File: config.mk
export PLATFORM = sky130hd
export DESIGN_NAME = dma16_flat
export DESIGN_NICKNAME = d
export VERILOG_FILES = /design/src/rtl/dma16_if.sv /design/src/rtl/dma16.sv /design/src/flat_wrapper.sv
export SDC_FILE = /design/constraint.sdc
export NUM_CORES = 1
export LEC_CHECK = 0
export ABC_AREA = 1
export BUFFER_PORTS_ARGS = -buffer_cell sky130_fd_sc_hd__buf_2
export CAP_MARGIN = 0
export CELL_PAD_IN_SITES_DETAIL_PLACEMENT = 1
export CELL_PAD_IN_SITES_GLOBAL_PLACEMENT = 1
export CORE_ASPECT_RATIO = 1.2
export CORE_MARGIN = 2
export CORE_UTILIZATION = 43
export CTS_CLUSTER_SIZE = 40
export DETAILED_ROUTE_END_ITERATION = 8
export PLACE_DENSITY = 0.95
export REMOVE_ABC_BUFFERS = 1
export SLEW_MARGIN = 20
export SYNTH_ARGS = -nofsm -noshare
export SYNTH_HDL_FRONTEND = slang
export SYNTH_SLANG_ARGS = --single-unit
File: constraint.sdc
create_clock -name clk -period 3.3 [get_ports clk]
set_input_delay 0.33 -clock clk [delete_from_list [all_inputs] [get_ports clk]]
set_output_delay 0.33 -clock clk [all_outputs]
set_load 0.02 [all_outputs]
File: src/rtl/dma16_if.sv
// dma16_if: CPU snoop, bus-hold handshake and DMA-side RAM bus of the dma16 engine.
interface dma16_if;
  logic [15:0] cpu_address;
  logic [15:0] cpu_data_out;
  logic        cpu_write;
  logic        hold;
  logic        busy;
  logic [15:0] bus_address;
  logic [15:0] bus_data_in;
  logic [15:0] bus_data_out;
  logic        bus_write;
  logic        bus_owner;

  // DMA engine side
  modport master (
    input  cpu_address, cpu_data_out, cpu_write, busy, bus_data_in,
    output hold, bus_address, bus_data_out, bus_write, bus_owner
  );

  // CPU / RAM / top-level mux side
  modport slave (
    output cpu_address, cpu_data_out, cpu_write, busy, bus_data_in,
    input  hold, bus_address, bus_data_out, bus_write, bus_owner
  );
endinterface

File: src/rtl/dma16.sv
// dma16: block-copy DMA engine for the CPU16 bus. Snoops CPU writes to a
// 4-word register window (SRC, DST, COUNT, CTRL), parks the CPU through
// hold/busy, copies COUNT words SRC->DST and hands the bus back.
module dma16 #(
  parameter logic [15:0] BASE_ADDR = 16'h7FF8,
  parameter int unsigned RAM_WAIT  = 32'd1
) (
  input  logic        clk,
  input  logic        reset,
  dma16_if.master     bus,
  output logic        active,
  output logic        done,
  output logic [15:0] status
);

  typedef enum logic [2:0] {
    IDLE    = 3'd0,
    REQ     = 3'd1,
    RD      = 3'd2,
    RD_WAIT = 3'd3,
    WR      = 3'd4,
    NEXT    = 3'd5,
    REL     = 3'd6
  } state_t;

  state_t      state_q, state_d;
  logic [15:0] src_q, src_d;
  logic [15:0] dst_q, dst_d;
  logic [15:0] count_q, count_d;
  logic        src_fixed_q, src_fixed_d;
  logic        dst_fixed_q, dst_fixed_d;
  logic        done_flag_q, done_flag_d;
  logic        hold_q, hold_d;
  logic        bus_owner_q, bus_owner_d;
  logic        bus_write_q, bus_write_d;
  logic [15:0] bus_address_q, bus_address_d;
  logic [15:0] bus_data_out_q, bus_data_out_d;
  logic        active_q, active_d;
  logic        done_q, done_d;

  logic        snoop_hit_s;
  logic [15:0] count_dec_s;
  logic [15:0] src_next_s;
  logic [15:0] dst_next_s;

  // Window decode and per-word pointer/count updates (wrap modulo 2^16)
  assign snoop_hit_s = bus.cpu_write && (bus.cpu_address[15:2] == BASE_ADDR[15:2]);
  assign count_dec_s = count_q - 16'd1;
  assign src_next_s  = src_fixed_q ? src_q : (src_q + 16'd1);
  assign dst_next_s  = dst_fixed_q ? dst_q : (dst_q + 16'd1);

  // Next-state, register-window and bus-output logic
  always_comb begin
    state_d        = state_q;
    src_d          = src_q;
    dst_d          = dst_q;
    count_d        = count_q;
    src_fixed_d    = src_fixed_q;
    dst_fixed_d    = dst_fixed_q;
    done_flag_d    = done_flag_q;
    hold_d         = hold_q;
    bus_owner_d    = bus_owner_q;
    bus_write_d    = bus_write_q;
    bus_address_d  = bus_address_q;
    bus_data_out_d = bus_data_out_q;
    active_d       = active_q;
    done_d         = 1'b0;
    case (state_q)
      IDLE: begin
        if (snoop_hit_s) begin
          case (bus.cpu_address[1:0])
            2'd0: src_d   = bus.cpu_data_out;
            2'd1: dst_d   = bus.cpu_data_out;
            2'd2: count_d = bus.cpu_data_out;
            2'd3: begin
              src_fixed_d = bus.cpu_data_out[1];
              dst_fixed_d = bus.cpu_data_out[2];
              if (bus.cpu_data_out[0]) begin
                // START: the flag is cleared, then re-set at once for an empty copy
                if (count_q == 16'd0) begin
                  done_d      = 1'b1;
                  done_flag_d = 1'b1;
                end else begin
                  done_flag_d = 1'b0;
                  active_d    = 1'b1;
                  hold_d      = 1'b1;
                  state_d     = REQ;
                end
              end else begin
                state_d = IDLE;
              end
            end
            default: state_d = IDLE;
          endcase
        end else begin
          state_d = IDLE;
        end
      end
      REQ: begin
        // busy counts only while hold is up; a busy left high from CPU reset qualifies
        if (bus.busy && hold_q) begin
          bus_owner_d   = 1'b1;
          bus_address_d = src_q;
          state_d       = RD;
        end else begin
          state_d = REQ;
        end
      end
      RD: begin
        state_d = (RAM_WAIT != 32'd0) ? RD_WAIT : WR;
      end
      RD_WAIT: begin
        state_d = WR;
      end
      WR: begin
        bus_data_out_d = bus.bus_data_in;
        bus_address_d  = dst_q;
        bus_write_d    = 1'b1;
        state_d        = NEXT;
      end
      NEXT: begin
        bus_write_d = 1'b0;
        count_d     = count_dec_s;
        src_d       = src_next_s;
        dst_d       = dst_next_s;
        if (count_dec_s != 16'd0) begin
          bus_address_d = src_next_s;
          state_d       = RD;
        end else begin
          hold_d      = 1'b0;
          bus_owner_d = 1'b0;
          active_d    = 1'b0;
          done_d      = 1'b1;
          done_flag_d = 1'b1;
          state_d     = REL;
        end
      end
      REL: begin
        state_d = IDLE;
      end
      default: begin
        state_d = IDLE;
      end
    endcase
  end

  // State and output registers; reset aborts any transfer immediately
  always_ff @(posedge clk or negedge reset) begin
    if (!reset) begin
      state_q        <= IDLE;
      src_q          <= 16'd0;
      dst_q          <= 16'd0;
      count_q        <= 16'd0;
      src_fixed_q    <= 1'b0;
      dst_fixed_q    <= 1'b0;
      done_flag_q    <= 1'b0;
      hold_q         <= 1'b0;
      bus_owner_q    <= 1'b0;
      bus_write_q    <= 1'b0;
      bus_address_q  <= 16'd0;
      bus_data_out_q <= 16'd0;
      active_q       <= 1'b0;
      done_q         <= 1'b0;
    end else begin
      state_q        <= state_d;
      src_q          <= src_d;
      dst_q          <= dst_d;
      count_q        <= count_d;
      src_fixed_q    <= src_fixed_d;
      dst_fixed_q    <= dst_fixed_d;
      done_flag_q    <= done_flag_d;
      hold_q         <= hold_d;
      bus_owner_q    <= bus_owner_d;
      bus_write_q    <= bus_write_d;
      bus_address_q  <= bus_address_d;
      bus_data_out_q <= bus_data_out_d;
      active_q       <= active_d;
      done_q         <= done_d;
    end
  end

  assign bus.hold         = hold_q;
  assign bus.bus_owner    = bus_owner_q;
  assign bus.bus_write    = bus_write_q;
  assign bus.bus_address  = bus_address_q;
  assign bus.bus_data_out = bus_data_out_q;
  assign active           = active_q;
  assign done             = done_q;
  assign status           = {done_flag_q, 14'd0, active_q};

endmodule

File: src/flat_wrapper.sv
// flat-port wrapper written by rule: the top's interface ports become plain ports
module dma16_flat 
#(
  parameter logic [15:0] BASE_ADDR = 16'h7FF8,
  parameter int unsigned RAM_WAIT  = 32'd1
)
  (clk, reset, active, done, status, bus_cpu_address, bus_cpu_data_out, bus_cpu_write, bus_busy, bus_bus_data_in, bus_hold, bus_bus_address, bus_bus_data_out, bus_bus_write, bus_bus_owner);
  dma16_if bus_i ();
  input  logic clk;
  input  logic reset;
  output logic active;
  output logic done;
  output logic [15:0] status;
  input wire logic [$bits(bus_i.cpu_address)-1:0] bus_cpu_address;
  input wire logic [$bits(bus_i.cpu_data_out)-1:0] bus_cpu_data_out;
  input wire logic [$bits(bus_i.cpu_write)-1:0] bus_cpu_write;
  input wire logic [$bits(bus_i.busy)-1:0] bus_busy;
  input wire logic [$bits(bus_i.bus_data_in)-1:0] bus_bus_data_in;
  output wire logic [$bits(bus_i.hold)-1:0] bus_hold;
  output wire logic [$bits(bus_i.bus_address)-1:0] bus_bus_address;
  output wire logic [$bits(bus_i.bus_data_out)-1:0] bus_bus_data_out;
  output wire logic [$bits(bus_i.bus_write)-1:0] bus_bus_write;
  output wire logic [$bits(bus_i.bus_owner)-1:0] bus_bus_owner;
  assign bus_i.cpu_address = bus_cpu_address;
  assign bus_i.cpu_data_out = bus_cpu_data_out;
  assign bus_i.cpu_write = bus_cpu_write;
  assign bus_i.busy = bus_busy;
  assign bus_i.bus_data_in = bus_bus_data_in;
  assign bus_hold = bus_i.hold;
  assign bus_bus_address = bus_i.bus_address;
  assign bus_bus_data_out = bus_i.bus_data_out;
  assign bus_bus_write = bus_i.bus_write;
  assign bus_bus_owner = bus_i.bus_owner;
  dma16 #(.BASE_ADDR(BASE_ADDR), .RAM_WAIT(RAM_WAIT)) u_core (.clk(clk), .reset(reset), .bus(bus_i), .active(active), .done(done), .status(status));
endmodule
==> results of run 1 <==
-- power breakdown --
group / switching, mW / leakage [nW] / internal [mW]
sequential: 0.00667 / 1.11 / 1.11
clock: 0.465 / 0.145 / 0.598
combinational: 0.0952 / 1.89 / 0.0406
-- cell usage in the layout (no fill, tap or decap), drive strengths merged --
cell / n
clkinv: 2
dfrtp: 90
buf: 99
mux2: 2
clkbuf: 10
bufinv: 1
o21a: 1
nor2: 99
a21oi: 17
conb: 14
o22ai: 1
nand2b: 1
o2111a: 1
o211ai: 3
nor3: 17
ha: 4
inv: 77
o221ai: 3
o21ai: 62
nor3b: 1
o21bai: 3
nand3b: 2
or2: 2
a22oi: 1
a31oi: 32
nor4: 2
clkinvlp: 1
xor2: 5
o31ai: 1
nand3: 59
nand4: 8
nand2: 237
-- worst paths after layout --
path / startpoint / end / slack (ns) / cells after the start
min in group clk: bus_bus_data_in[5] / u_core.bus.bus_data_out[5]$_DFFE_PN0N_ / 0.19 / 3
max: u_core.count_q[0]$_DFFE_PN0P_ / u_core.bus.bus_address[3]$_DFFE_PN0P_ / 0.69 / 14
max reg2reg: u_core.count_q[0]$_DFFE_PN0P_ / u_core.bus.bus_address[3]$_DFFE_PN0P_ / 0.69 / 14
min: reset / u_core.count_q[0]$_DFFE_PN0P_ / 0.03 / 1
min reg2reg: u_core.bus.bus_data_out[8]$_DFFE_PN0N_ / u_core.bus.bus_data_out[8]$_DFFE_PN0N_ / 0.49 / 2
max in group asynchronous: reset / u_core.dst_q[3]$_DFFE_PN0P_ / 2.42 / 2
-- sequential cells by signal, indices dropped and copies added, names as in the netlist --
signal,cells
u_core.state_q,3
u_core.done,1
u_core.dst_q,16
u_core.bus.bus_address,16
u_core.bus.bus_data_out,16
u_core.bus.hold,1
u_core.bus.bus_write,1
u_core.src_fixed_q,1
u_core.count_q,16
u_core.src_q,16
u_core.done_flag_q,1
u_core.bus.bus_owner,1
u_core.dst_fixed_q,1
-- stage by stage --
step | worst slack (ns) | utilization | total power [mW] | area, µm²
after global routing | 0.457 | 0.503 | 2.39 | 6350
final | 0.692 | 0.503 | 2.32 | 6350
after floorplan | 0.556 | - | 1.19 | 5320
after CTS | 0.737 | 0.503 | 2.33 | 6350
after detailed placement | 0.833 | 0.479 | 1.28 | 6050
after global placement | 1.03 | 0.479 | 1.27 | 6050
-- cell families (layout without fill, tap and decap cells) --
| kind of cell | Yosys count | in the layout | share of synthesized area |
|---|---|---|---|
| and+or+nand+nor | 428 | 428 | 0.342 |
| AOI/OAI and AO/OA | 125 | 125 | 0.132 |
| buffers and inverters | 116 | 190 | 0.0973 |
| DFF | 90 | 90 | 0.407 |
| xor gates and xnor gates | 5 | 5 | 0.00792 |
| adders and majority gates | 4 | 4 | 0.00905 |
| muxes | 2 | 2 | 0.00407 |
| other | 1 | 14 | 0.000678 |
-- per-layer routing --
metal	vias up	routed length (µm)	GRT usage
met5	-	0	0
met4	0	891	0.160
met3	71	805	0.0310
met2	200	9590	0.490
met1	2822	7410	0.323
li1	2651	-	-
-- layout make-up --
cell class | count | area, µm² | area share
Clock inverter | 6 | 75.1 | 0.0118
Clock buffer | 10 | 229 | 0.0361
Timing Repair Buffer | 99 | 520 | 0.0820
Tap cell | 164 | 205 | 0.0323
Multi-Input combinational cell | 578 | 2790 | 0.439
Inverter | 75 | 282 | 0.0443
Sequential cell | 90 | 2250 | 0.355
-- worst max-delay path, cell delays in order, from the launching register on --
cell and delay (ns):
dfrtp_1 0.40, inv_1 0.20, ha_1 0.26, nand2_2 0.15, nor2_4 0.17, nand3_1 0.14, nand2_2 0.14, nand3_2 0.10
nor2_1 0.11, nand2_1 0.10, nor2_4 0.15, nand2_4 0.16, nand2_8 0.23, nand2_1 0.09, o21ai_0 0.10
==> results.sh, run 1 <==
export IMPL_outcome="completed"
export IMPL_crit_arrival_ns=2.87
export IMPL_die_area_um2=13800
export IMPL_syn_inst=771
export IMPL_layout_cells_non_filler=1022
export IMPL_synth_seq_cells=90
export IMPL_start_util=0.438
export IMPL_diodes=0
export IMPL_tightest_slew_ns=0.742
export IMPL_synth_seq_area_share=0.407
export IMPL_placedCellCount=1006
export IMPL_yosysTopAreaCell="dfrtp_1"
export IMPL_drive_gt1_frac=0.184
export IMPL_synth_edf_count=0
export IMPL_skew_ns=0.00873
export IMPL_synth_ff_type="dfrtp_1"
export IMPL_drv_cap=0
export IMPL_grt_overflow=0
export IMPL_fillers=1679
export IMPL_hold_buffers=0
export IMPL_wl_per_cell_um=18.3
export IMPL_power_density_nw_per_um2=365
export IMPL_rsz0062_at_grt="false"
export IMPL_chipHeight_um=128
export IMPL_timing_final_crit_share=0.790
export IMPL_syn_to_final_growth_pct=14.9
export IMPL_vias_per_cell=5.62
export IMPL_track_usage=0.278
export IMPL_drc=0
export IMPL_wirelength_mm=18.7
export IMPL_core_area_um2=12600
export IMPL_grt_pass1_wl_mm=29.9
export IMPL_fmax_mhz=383
export IMPL_worstSetupEndpointType="flip-flop"
export IMPL_path_clk_slew_ns=0.07
export IMPL_syn_cell_area_um2=5530
export IMPL_htreeDepth=3
export IMPL_row_count=45
export IMPL_critPathMaxFanout=24
export IMPL_whs_ns=0.0305
export IMPL_routabilityCongestion=0.867
export IMPL_root_buffer="clkbuf_16"
export IMPL_ys_types=43
export IMPL_netlist_top_cells_area="dfrtp_1, nand2_1, nor2_1, nand3_1, inv_1"
export IMPL_post_cts_setup_buffers=0
export IMPL_clk_latency_ns=0.35
export IMPL_critPathRequiredTime_ns=3.56
export IMPL_io_buffers=90
export IMPL_yosysWarningCount=0
export IMPL_synth_async_sr_flop_share=1.00
export IMPL_peakVddDrop_mv=0.216
export IMPL_synth_top_area_share=0.407
export IMPL_yosysMostFrequentCell="nand2_1"
export IMPL_cts_resized=0
export IMPL_maxSlewViolCount=0
export IMPL_io_pins=105
export IMPL_cts_tree="built"
export IMPL_first_pass_iters=4
export IMPL_max_slew_margin=0.505
export IMPL_drt_first_iter_violations=271
export IMPL_grt_pass1_vias=6013
export IMPL_tns_ns=0
export IMPL_clockBufferDepth=2
export IMPL_setup_worst_path_start_class="flip-flop"
export IMPL_setup_worst_path_class="reg2reg"
export IMPL_ant_nets=0
export IMPL_cts_made_buffers=9
export IMPL_hpwl_mm=13.5
export IMPL_finalNetCount=909
export IMPL_antenna_found_initial=0
export IMPL_synth_area_per_cell_um2=7.17
export IMPL_cts_sinks=90
export IMPL_die_x_um=108
export IMPL_synthTopCellsByCount="nand2_1, dfrtp_1, nor2_1"
export IMPL_grt_max_degree=52
export IMPL_hold_viol=0
export IMPL_min_delay_path_class="in2async"
export IMPL_setup_viol=0
export IMPL_fin_crit_ns=2.61
export IMPL_vias=5744
export IMPL_p_leak_nw=3.14
Power figures use the tool's default switching activity.
==> run 2, diff against run 1 <==
- CORE_UTILIZATION: 43 -> 36
- PLACE_DENSITY: 0.95 -> 0.87
- clock period: 3.3 -> 2.2 ns (I/O delays scaled with it)
==> results.sh, run 2 (synthesis results as in run 1) <==
export IMPL_clk_latency_ns=0.36
export IMPL_setup_worst_path_start_class="flip-flop"
export IMPL_comb_power_share=0.059
export IMPL_cts_tree="built"
export IMPL_rsz0062_at_grt="true"
export IMPL_switching_share=0.259
export IMPL_timing_rr_start="u_core.state_q[0]$_DFFE_PN0P_"
export IMPL_setup_viol=2
export IMPL_vias=6087
export IMPL_hpwl_mm=13.0
export IMPL_routabilityCongestion=0.910
export IMPL_grt_max_degree=91
export IMPL_cts_sinks=90
export IMPL_drt_first_iter_violations=497
export IMPL_start_util=0.368
export IMPL_syn_to_final_growth_pct=26.3
export IMPL_first_pass_iters=5
export IMPL_p_int_mw=2.63
export IMPL_crit_start="u_core.state_q[0]$_DFFE_PN0P_"
export IMPL_timing_final_crit_share=1.01
export IMPL_clock_power_share=0.468
export IMPL_power_total_mw=3.55
export IMPL_diodes=0
export IMPL_holdCritStartpoint="bus_bus_data_in[3]"
export IMPL_power_density_nw_per_um2=508
export IMPL_maxSlewViolCount=0
export IMPL_seqPwrFrac=0.473
export IMPL_drv_cap=0
export IMPL_wl_per_cell_um=19.7
export IMPL_root_buffer="clkbuf_16"
export IMPL_critPathMaxFanout=8
export IMPL_grt_pass1_vias=6021
export IMPL_switchingPower_mw=0.919
export IMPL_hold_viol=0
export IMPL_htreeDepth=3
export IMPL_fillers=1913
export IMPL_row_count=49
export IMPL_tns_ns=-0.0280
export IMPL_chipHeight_um=140
export IMPL_skew_ns=0.00849
export IMPL_die_area_um2=16400
export IMPL_final_common_cell="nand2_1"
export IMPL_die_x_um=117
export IMPL_finalNetCount=947
export IMPL_io_buffers=90
export IMPL_place_ws_ns=-0.0436
export IMPL_critPathRequiredTime_ns=2.45
export IMPL_outcome="finished, violations left"
export IMPL_peakVddDrop_mv=0.325
export IMPL_drive_gt1_frac=0.269
export IMPL_violations="setup timing"
export IMPL_layout_common_cells="nand2_1, buf_2, dfrtp_1, nor2_1, inv_1"
export IMPL_drc=0
export IMPL_wirelength_mm=21.7
export IMPL_grt_pass1_wl_mm=30.4
export IMPL_setup_worst_path_class="reg2reg"
export IMPL_io_pins=105
export IMPL_p_leak_nw=3.36
export IMPL_antenna_found_initial=0
export IMPL_track_usage=0.238
export IMPL_layout_cells_non_filler=1100
export IMPL_path_clk_slew_ns=0.07
export IMPL_crit_arrival_ns=2.48
export IMPL_min_delay_path_class="in2reg"
export IMPL_tightest_slew_ns=0.532
export IMPL_max_slew_margin=0.645
export IMPL_cts_made_buffers=9
export IMPL_whs_ns=0.0563
export IMPL_fin_crit_ns=2.23
export IMPL_core_area_um2=15000
export IMPL_setup_ws_ns=-0.0274
export IMPL_fmax_mhz=449
export IMPL_ant_nets=0
export IMPL_clockBufferDepth=2
export IMPL_grt_overflow=0
export IMPL_placedCellCount=1059
export IMPL_vias_per_cell=5.53
export IMPL_worstSetupEndpointType="flip-flop"
==> run 2: cell count changes in the layout (fill, tap and decap cells not counted), moves of 4 or more <==
cell | before | now
nand3_2 | 1 | 5
nand2_8 | 1 | 5
nor2_1 | 86 | 75
dfrtp_1 | 90 | 86
nand2_2 | 14 | 23
nor3_1 | 17 | 13
inv_1 | 72 | 67
buf_4 | 10 | 37
dfrtp_2 | 0 | 4
nand2_1 | 220 | 205
nand3_1 | 58 | 54
nand2_4 | 2 | 8
nor2_2 | 7 | 16
==> run 2: final cells by class <==
| class | count | area [µm²] | share of cell area |
|---|---|---|---|
| clock buffer | 10 | 229 | 0.0328 |
| sequential | 90 | 2260 | 0.323 |
| inverter | 75 | 288 | 0.0412 |
| clock inverter | 6 | 72.6 | 0.0104 |
| timing repair buffer | 133 | 827 | 0.118 |
| tap | 204 | 255 | 0.0366 |
| multi-input combinational | 582 | 3050 | 0.437 |
==> run 2: through the flow <==
step | instance area [µm²] | utilization
6_report | 6980 | 0.465
5_1_grt | 6980 | 0.465
4_1_cts | 6660 | 0.443
3_5_place_dp | 6220 | 0.414
3_3_place_gp | 6220 | 0.414
2_1_floorplan | 5320 | -
==> run 2: power groups by stage <==
stage / Clock [mW] / Sequential [mW] / Combinational, mW
6_report: 1.66 / 1.68 / 0.211
5_1_grt: 1.71 / 1.68 / 0.231
4_1_cts: 1.64 / 1.68 / 0.209
3_5_place_dp: 0 / 1.71 / 0.207
3_3_place_gp: 0 / 1.71 / 0.202
2_1_floorplan: 0 / 1.73 / 0.0577
==> run 2: what timing repair did <==
action | 4_1_cts | 5_1_grt
endpoints found under the hold margin | 90 | 0
cloned | 4 | 0
endpoints found under the setup margin | 16 | 33
hold buffers | 1 | 0
pin swaps | 4 | 30
gates resized for setup | 13 | 56
setup buffers | 2 | 18
==> run 2: final timing paths <==
kind                                                     endpoint  slack, ns  cells after the start
min                        u_core.bus.bus_data_out[3]$_DFFE_PN0N_       0.06                      3
max reg2reg                           u_core.dst_q[6]$_DFFE_PN0P_      -0.03                     11
max in group asynchronous          u_core.count_q[10]$_DFFE_PN0P_       1.35                      3
min reg2reg                u_core.bus.bus_data_out[9]$_DFFE_PN0N_       0.47                      2
max                                   u_core.dst_q[6]$_DFFE_PN0P_      -0.03                     11
min in group asynchronous           u_core.count_q[3]$_DFFE_PN0P_       0.43                      3
==> run 2: routing by layer <==
metal / track usage / vias up / wire length, µm
met1: 0.282 / 2995 / 8330
li1: - / 2736 / -
met5: 0 / - / 0
met4: 0.122 / 0 / 1230
met3: 0.0226 / 98 / 1010
met2: 0.418 / 258 / 11100
==> run 2: critical path, stage by stage (launching register included) <==
cell	delay (ns)
dfrtp_1	0.40
inv_1	0.09
nor2_1	0.25
inv_2	0.14
nor2_8	0.18
inv_2	0.10
o21ai_1	0.25
nor2_4	0.10
buf_4	0.16
o21ai_0	0.11
nand2_1	0.10
a21oi_1	0.25
